<file path="src/rtl/bouncing_shr_if.sv">
// Bus bundle for the bouncing shift register: mode/serial-in from the controller, LED bar back.
// With BOUNCING_SHR_DIR_OUT_EN defined the bundle also carries the current bounce direction.
interface bouncing_shr_if #(
  parameter int N_BIT = 8
);
  logic             en;
  logic             sin;
  logic [N_BIT-1:0] pout;
`ifdef BOUNCING_SHR_DIR_OUT_EN
  logic             dir_out;
`endif

`ifdef BOUNCING_SHR_DIR_OUT_EN
  modport master (output en, output sin, input pout, input dir_out);
  modport slave  (input en, input sin, output pout, output dir_out);
`else
  modport master (output en, output sin, input pout);
  modport slave  (input en, input sin, output pout);
`endif
endinterface

</file>
<file path="src/rtl/bouncing_shr.sv">
// Knight-Rider shift register: serial load while en=0, bounce between the ends while en=1.
// Optional macro BOUNCING_SHR_DIR_OUT_EN exposes the direction flag as dir_out (1 = RIGHT).
module bouncing_shr #(
  parameter int N_BIT = 8
) (
  input logic           clk,
  input logic           rst,
  bouncing_shr_if.slave bus
);

  typedef enum logic {
    LEFT  = 1'b0,
    RIGHT = 1'b1
  } dir_t;

  dir_t             dir;
  dir_t             dir_nxt;
  logic [N_BIT-1:0] shr;
  logic [N_BIT-1:0] shr_nxt;

  always_ff @(posedge clk or negedge rst) begin
    if (!rst) begin
      shr <= '0;
      dir <= LEFT;
    end else begin
      shr <= shr_nxt;
      dir <= dir_nxt;
    end
  end

  // The turn and the first step back happen on the same edge, so each end is lit for one cycle.
  always_comb begin
    shr_nxt = shr;
    dir_nxt = dir;
    if (!bus.en) begin
      shr_nxt = {shr[N_BIT-2:0], bus.sin};
      dir_nxt = LEFT;
    end else begin
      case (dir)
        LEFT: begin
          if (shr[N_BIT-1]) begin
            dir_nxt = RIGHT;
            shr_nxt = shr >> 1;
          end else begin
            shr_nxt = shr << 1;
          end
        end
        RIGHT: begin
          if (shr[0]) begin
            dir_nxt = LEFT;
            shr_nxt = shr << 1;
          end else begin
            shr_nxt = shr >> 1;
          end
        end
        default: begin
          shr_nxt = shr;
          dir_nxt = dir;
        end
      endcase
    end
  end

  assign bus.pout = shr;
`ifdef BOUNCING_SHR_DIR_OUT_EN
  assign bus.dir_out = (dir == RIGHT);
`endif

endmodule

</file>
<file path="src/flat_wrapper.sv">
// flat-port wrapper written by rule: the top's interface ports become plain ports
module bouncing_shr_flat 
#(
  parameter int N_BIT = 8
)
  (clk, rst, bus_en, bus_sin, bus_pout);
  bouncing_shr_if #(.N_BIT(N_BIT)) bus_i ();
  input logic clk;
  input logic rst;
  input wire logic [$bits(bus_i.en)-1:0] bus_en;
  input wire logic [$bits(bus_i.sin)-1:0] bus_sin;
  output wire logic [$bits(bus_i.pout)-1:0] bus_pout;
  assign bus_i.en = bus_en;
  assign bus_i.sin = bus_sin;
  assign bus_pout = bus_i.pout;
  bouncing_shr #(.N_BIT(N_BIT)) u_core (.clk(clk), .rst(rst), .bus(bus_i));
endmodule
</file>
<file path="config.mk">
export PLATFORM = sky130hd
export DESIGN_NAME = bouncing_shr_flat
export DESIGN_NICKNAME = d
export VERILOG_FILES = /design/src/rtl/bouncing_shr_if.sv /design/src/rtl/bouncing_shr.sv /design/src/flat_wrapper.sv
export SDC_FILE = /design/constraint.sdc
export NUM_CORES = 1
export LEC_CHECK = 0
export BUFFER_PORTS_ARGS = -buffer_cell sky130_fd_sc_hd__buf_4
export CAP_MARGIN = 20
export CORE_AREA = 2 2 39 41
export DETAILED_ROUTE_END_ITERATION = 10
export DIE_AREA = 0 0 41 43
export GPL_TIMING_DRIVEN = 0
export PLACE_DENSITY = 0.52
export SLEW_MARGIN = 10
export SYNTH_ARGS = -nofsm -noshare
export SYNTH_HDL_FRONTEND = slang
export SYNTH_SLANG_ARGS = --single-unit
</file>
<file path="constraint.sdc">
create_clock -name clk -period 1.2 [get_ports clk]
set_clock_uncertainty 0.1 [all_clocks]
set_input_delay 0.06 -clock clk [delete_from_list [all_inputs] [get_ports clk]]
set_output_delay 0.06 -clock clk [all_outputs]
set_load 0.1 [all_outputs]
</file>
==> impl_metrics.env <==
export IMPL_hold_viol=0
export IMPL_synthesis_area_um2=363
export IMPL_die_y_um=43
export IMPL_clockRootBuffer="clkbuf_4"
export IMPL_crit_path_end_kind="flop"
export IMPL_rsz0062_at_grt="yes"
export IMPL_r2r_cells=5
export IMPL_utilization_pct=45.8
export IMPL_initial_utilization_pct=26.2
export IMPL_period_minus_slack_ps=1340
export IMPL_ys_ff_latch=9
export IMPL_slew_viol_final=0
export IMPL_startpoint="u_core.bus.pout[0]"
export IMPL_grt_max_degree=10
export IMPL_finalSetupViolations=7
export IMPL_grt_pass1_wl_mm=1.30
export IMPL_tightest_slew_ps=305
export IMPL_synthTopCellsByArea="dfrtp_1 62%, mux2_2 12%, a21oi_1 5.5%"
export IMPL_num_vias=305
export IMPL_critPathKind="flop to flop"
export IMPL_layout_nets=57
export IMPL_cts_buffer_depth=2
export IMPL_crit_end="u_core.bus.pout[7]"
export IMPL_areaGrowthSynthToFinish_pct=74.5
export IMPL_cts_buffers_inserted=3
export IMPL_r2r_setup_slack_ps=-140
export IMPL_drt_wl_total_um=894
export IMPL_yosys_warnings=0
export IMPL_status="finished, violations left"
export IMPL_violations="setup timing"
export IMPL_die_x_um=41
export IMPL_seq_area_um2=236
export IMPL_clkLatencyLatePin_ps=260
export IMPL_io_buffer_count=11
export IMPL_synth_commonest_cells="9 x dfrtp_1, 4 x a21oi_1, 4 x mux2_2, 3 x inv_1"
export IMPL_timing_rr_end="u_core.bus.pout[7]"
export IMPL_start_kind="flop"
export IMPL_drc=0
export IMPL_fmax_mhz=746
export IMPL_clock_sinks=9
export IMPL_drtPass1Iterations=4
export IMPL_fillers=150
export IMPL_dp_hpwl_um=563
export IMPL_path_clk_slew_ps=60
export IMPL_antenna_found_initial=0
export IMPL_drt_iter0_markers=4
export IMPL_place_congestion=0.714
export IMPL_yosysUniqueCellTypes=13
export IMPL_core_um2=1380
export IMPL_crit_required_ps=1250
export IMPL_drt_wirelength_per_cell_um=13.1
export IMPL_max_cap_viol_count=0
export IMPL_r2r_start="u_core.bus.pout[0]"
export IMPL_synth_top_area_share_pct=62.1
export IMPL_drive_above_1_share_pct=59.6
export IMPL_grt_overflow=0
export IMPL_seq_area_frac_synth_pct=62.1
export IMPL_setup_slack_ps=-141
export IMPL_yosysMostFrequentCell="dfrtp_1"
export IMPL_rows=14
export IMPL_hold_class="input pin to asynchronous set/reset pin"
export IMPL_fin_crit_sh_pct=112
export IMPL_grt_usage_pct=11.8
export IMPL_viasPerCell=4.49
export IMPL_diodes=0
export IMPL_multiInputGateArea_um2=156
export IMPL_synth_top_flop_cell="dfrtp_1"
export IMPL_synth_edf_count=0
export IMPL_slew_headroom_pct=79.6
export IMPL_cp_max_fo=6
export IMPL_hold_ws_ps=69.7
export IMPL_synth_nets=33
export IMPL_num_io_pins=12
export IMPL_yosysTopAreaCell="dfrtp_1"
export IMPL_synthCells=29
export IMPL_first_global_vias=297
export IMPL_die_area_um2=1760
export IMPL_cts_tree="built"
export IMPL_cp_arrival_ps=1390
export IMPL_async_reset_ff_share_pct=100
export IMPL_avgSynthCellArea_um2=12.5
export IMPL_antenna_left=0
export IMPL_htreeDepth=1
[how the worst min path moves through the flow]
stage / slack, ps / end
final: 70 / u_core.bus.pout[7]
after floorplan: -340 / u_core.bus.pout[1]
after CTS: 70 / u_core.bus.pout[7]
after detailed placement: -210 / u_core.bus.pout[7]
after global routing: 90 / u_core.bus.pout[7]
after global placement: -210 / u_core.bus.pout[7]
[cell families (layout without fill, tap and decap cells)]
logic type             count (synthesis)  in the layout  synth area share, %
AOI/OAI and AO/OA                      8              8                 14.5
muxes                                  4              4                 12.4
buffers and inverters                  3             26                 3.10
DFF                                    9              9                 62.1
and+or+nand+nor                        5              5                 7.93
[area by class of cell]
cell class / count / share of cell area (%)
timing repair buffer: 19 / 28.9
multi-input combinational: 17 / 24.7
tap: 16 / 3.16
sequential: 9 / 37.4
clock buffer: 4 / 4.15
inverter: 3 / 1.78
[cell usage in the layout, fill, tap and decap left out]
master	count
and2_4	1
o211ai_4	1
dfrtp_4	2
buf_6	2
nand2_4	1
buf_4	12
dlygate4sd3_1	3
o22ai_1	1
nand2_1	1
dfrtp_2	3
buf_12	2
clkbuf_4	3
a21oi_1	4
dfrtp_1	4
nand3b_1	1
nor2_1	1
o2111ai_1	1
mux2_4	4
clkbuf_1	1
inv_1	3
o21ai_1	1
[per-layer routing]
metal / routed length (µm) / GRT usage (%) / up-vias
met5: 0 / 0 / -
li1: - / - / 151
met3: 42 / 1.57 / 2
met1: 392 / 15.6 / 144
met2: 449 / 15.3 / 8
met4: 10 / 12.0 / 0
[critical path, cell delays in order, from the launching register on]
cell	delay (ps)
dfrtp_4	500
nand2_4	100
o211ai_4	130
buf_4	170
buf_6	100
and2_4	140
[what timing repair did]
item                                    CTS  global route
pin swaps                                 1             2
hold endpoints to repair                 10             0
setup buffers                             3             2
resized for setup                         4            11
endpoints found under the setup margin    4             8
cloned                                    0             0
hold buffers                              3             0
[registers in the layout, summed over array words and instances (netlist names)]
name,flops
u_core.dir,1
u_core.bus.pout,8
[through the flow]
step | setup WS (ps) | area [µm²] | TNS (ps) | instances
6_report | -141 | 633 | -686 | 68
5_1_grt | -168 | 633 | -1000 | 68
4_1_cts | -147 | 581 | -652 | 66
3_5_place_dp | -144 | 489 | -551 | 56
3_3_place_gp | -134 | 489 | -532 | 56
2_1_floorplan | -257 | 387 | -1480 | 29
Power is not shown: default switching activity piles up to over one toggle a cycle in this logic, so the estimate is an artifact.
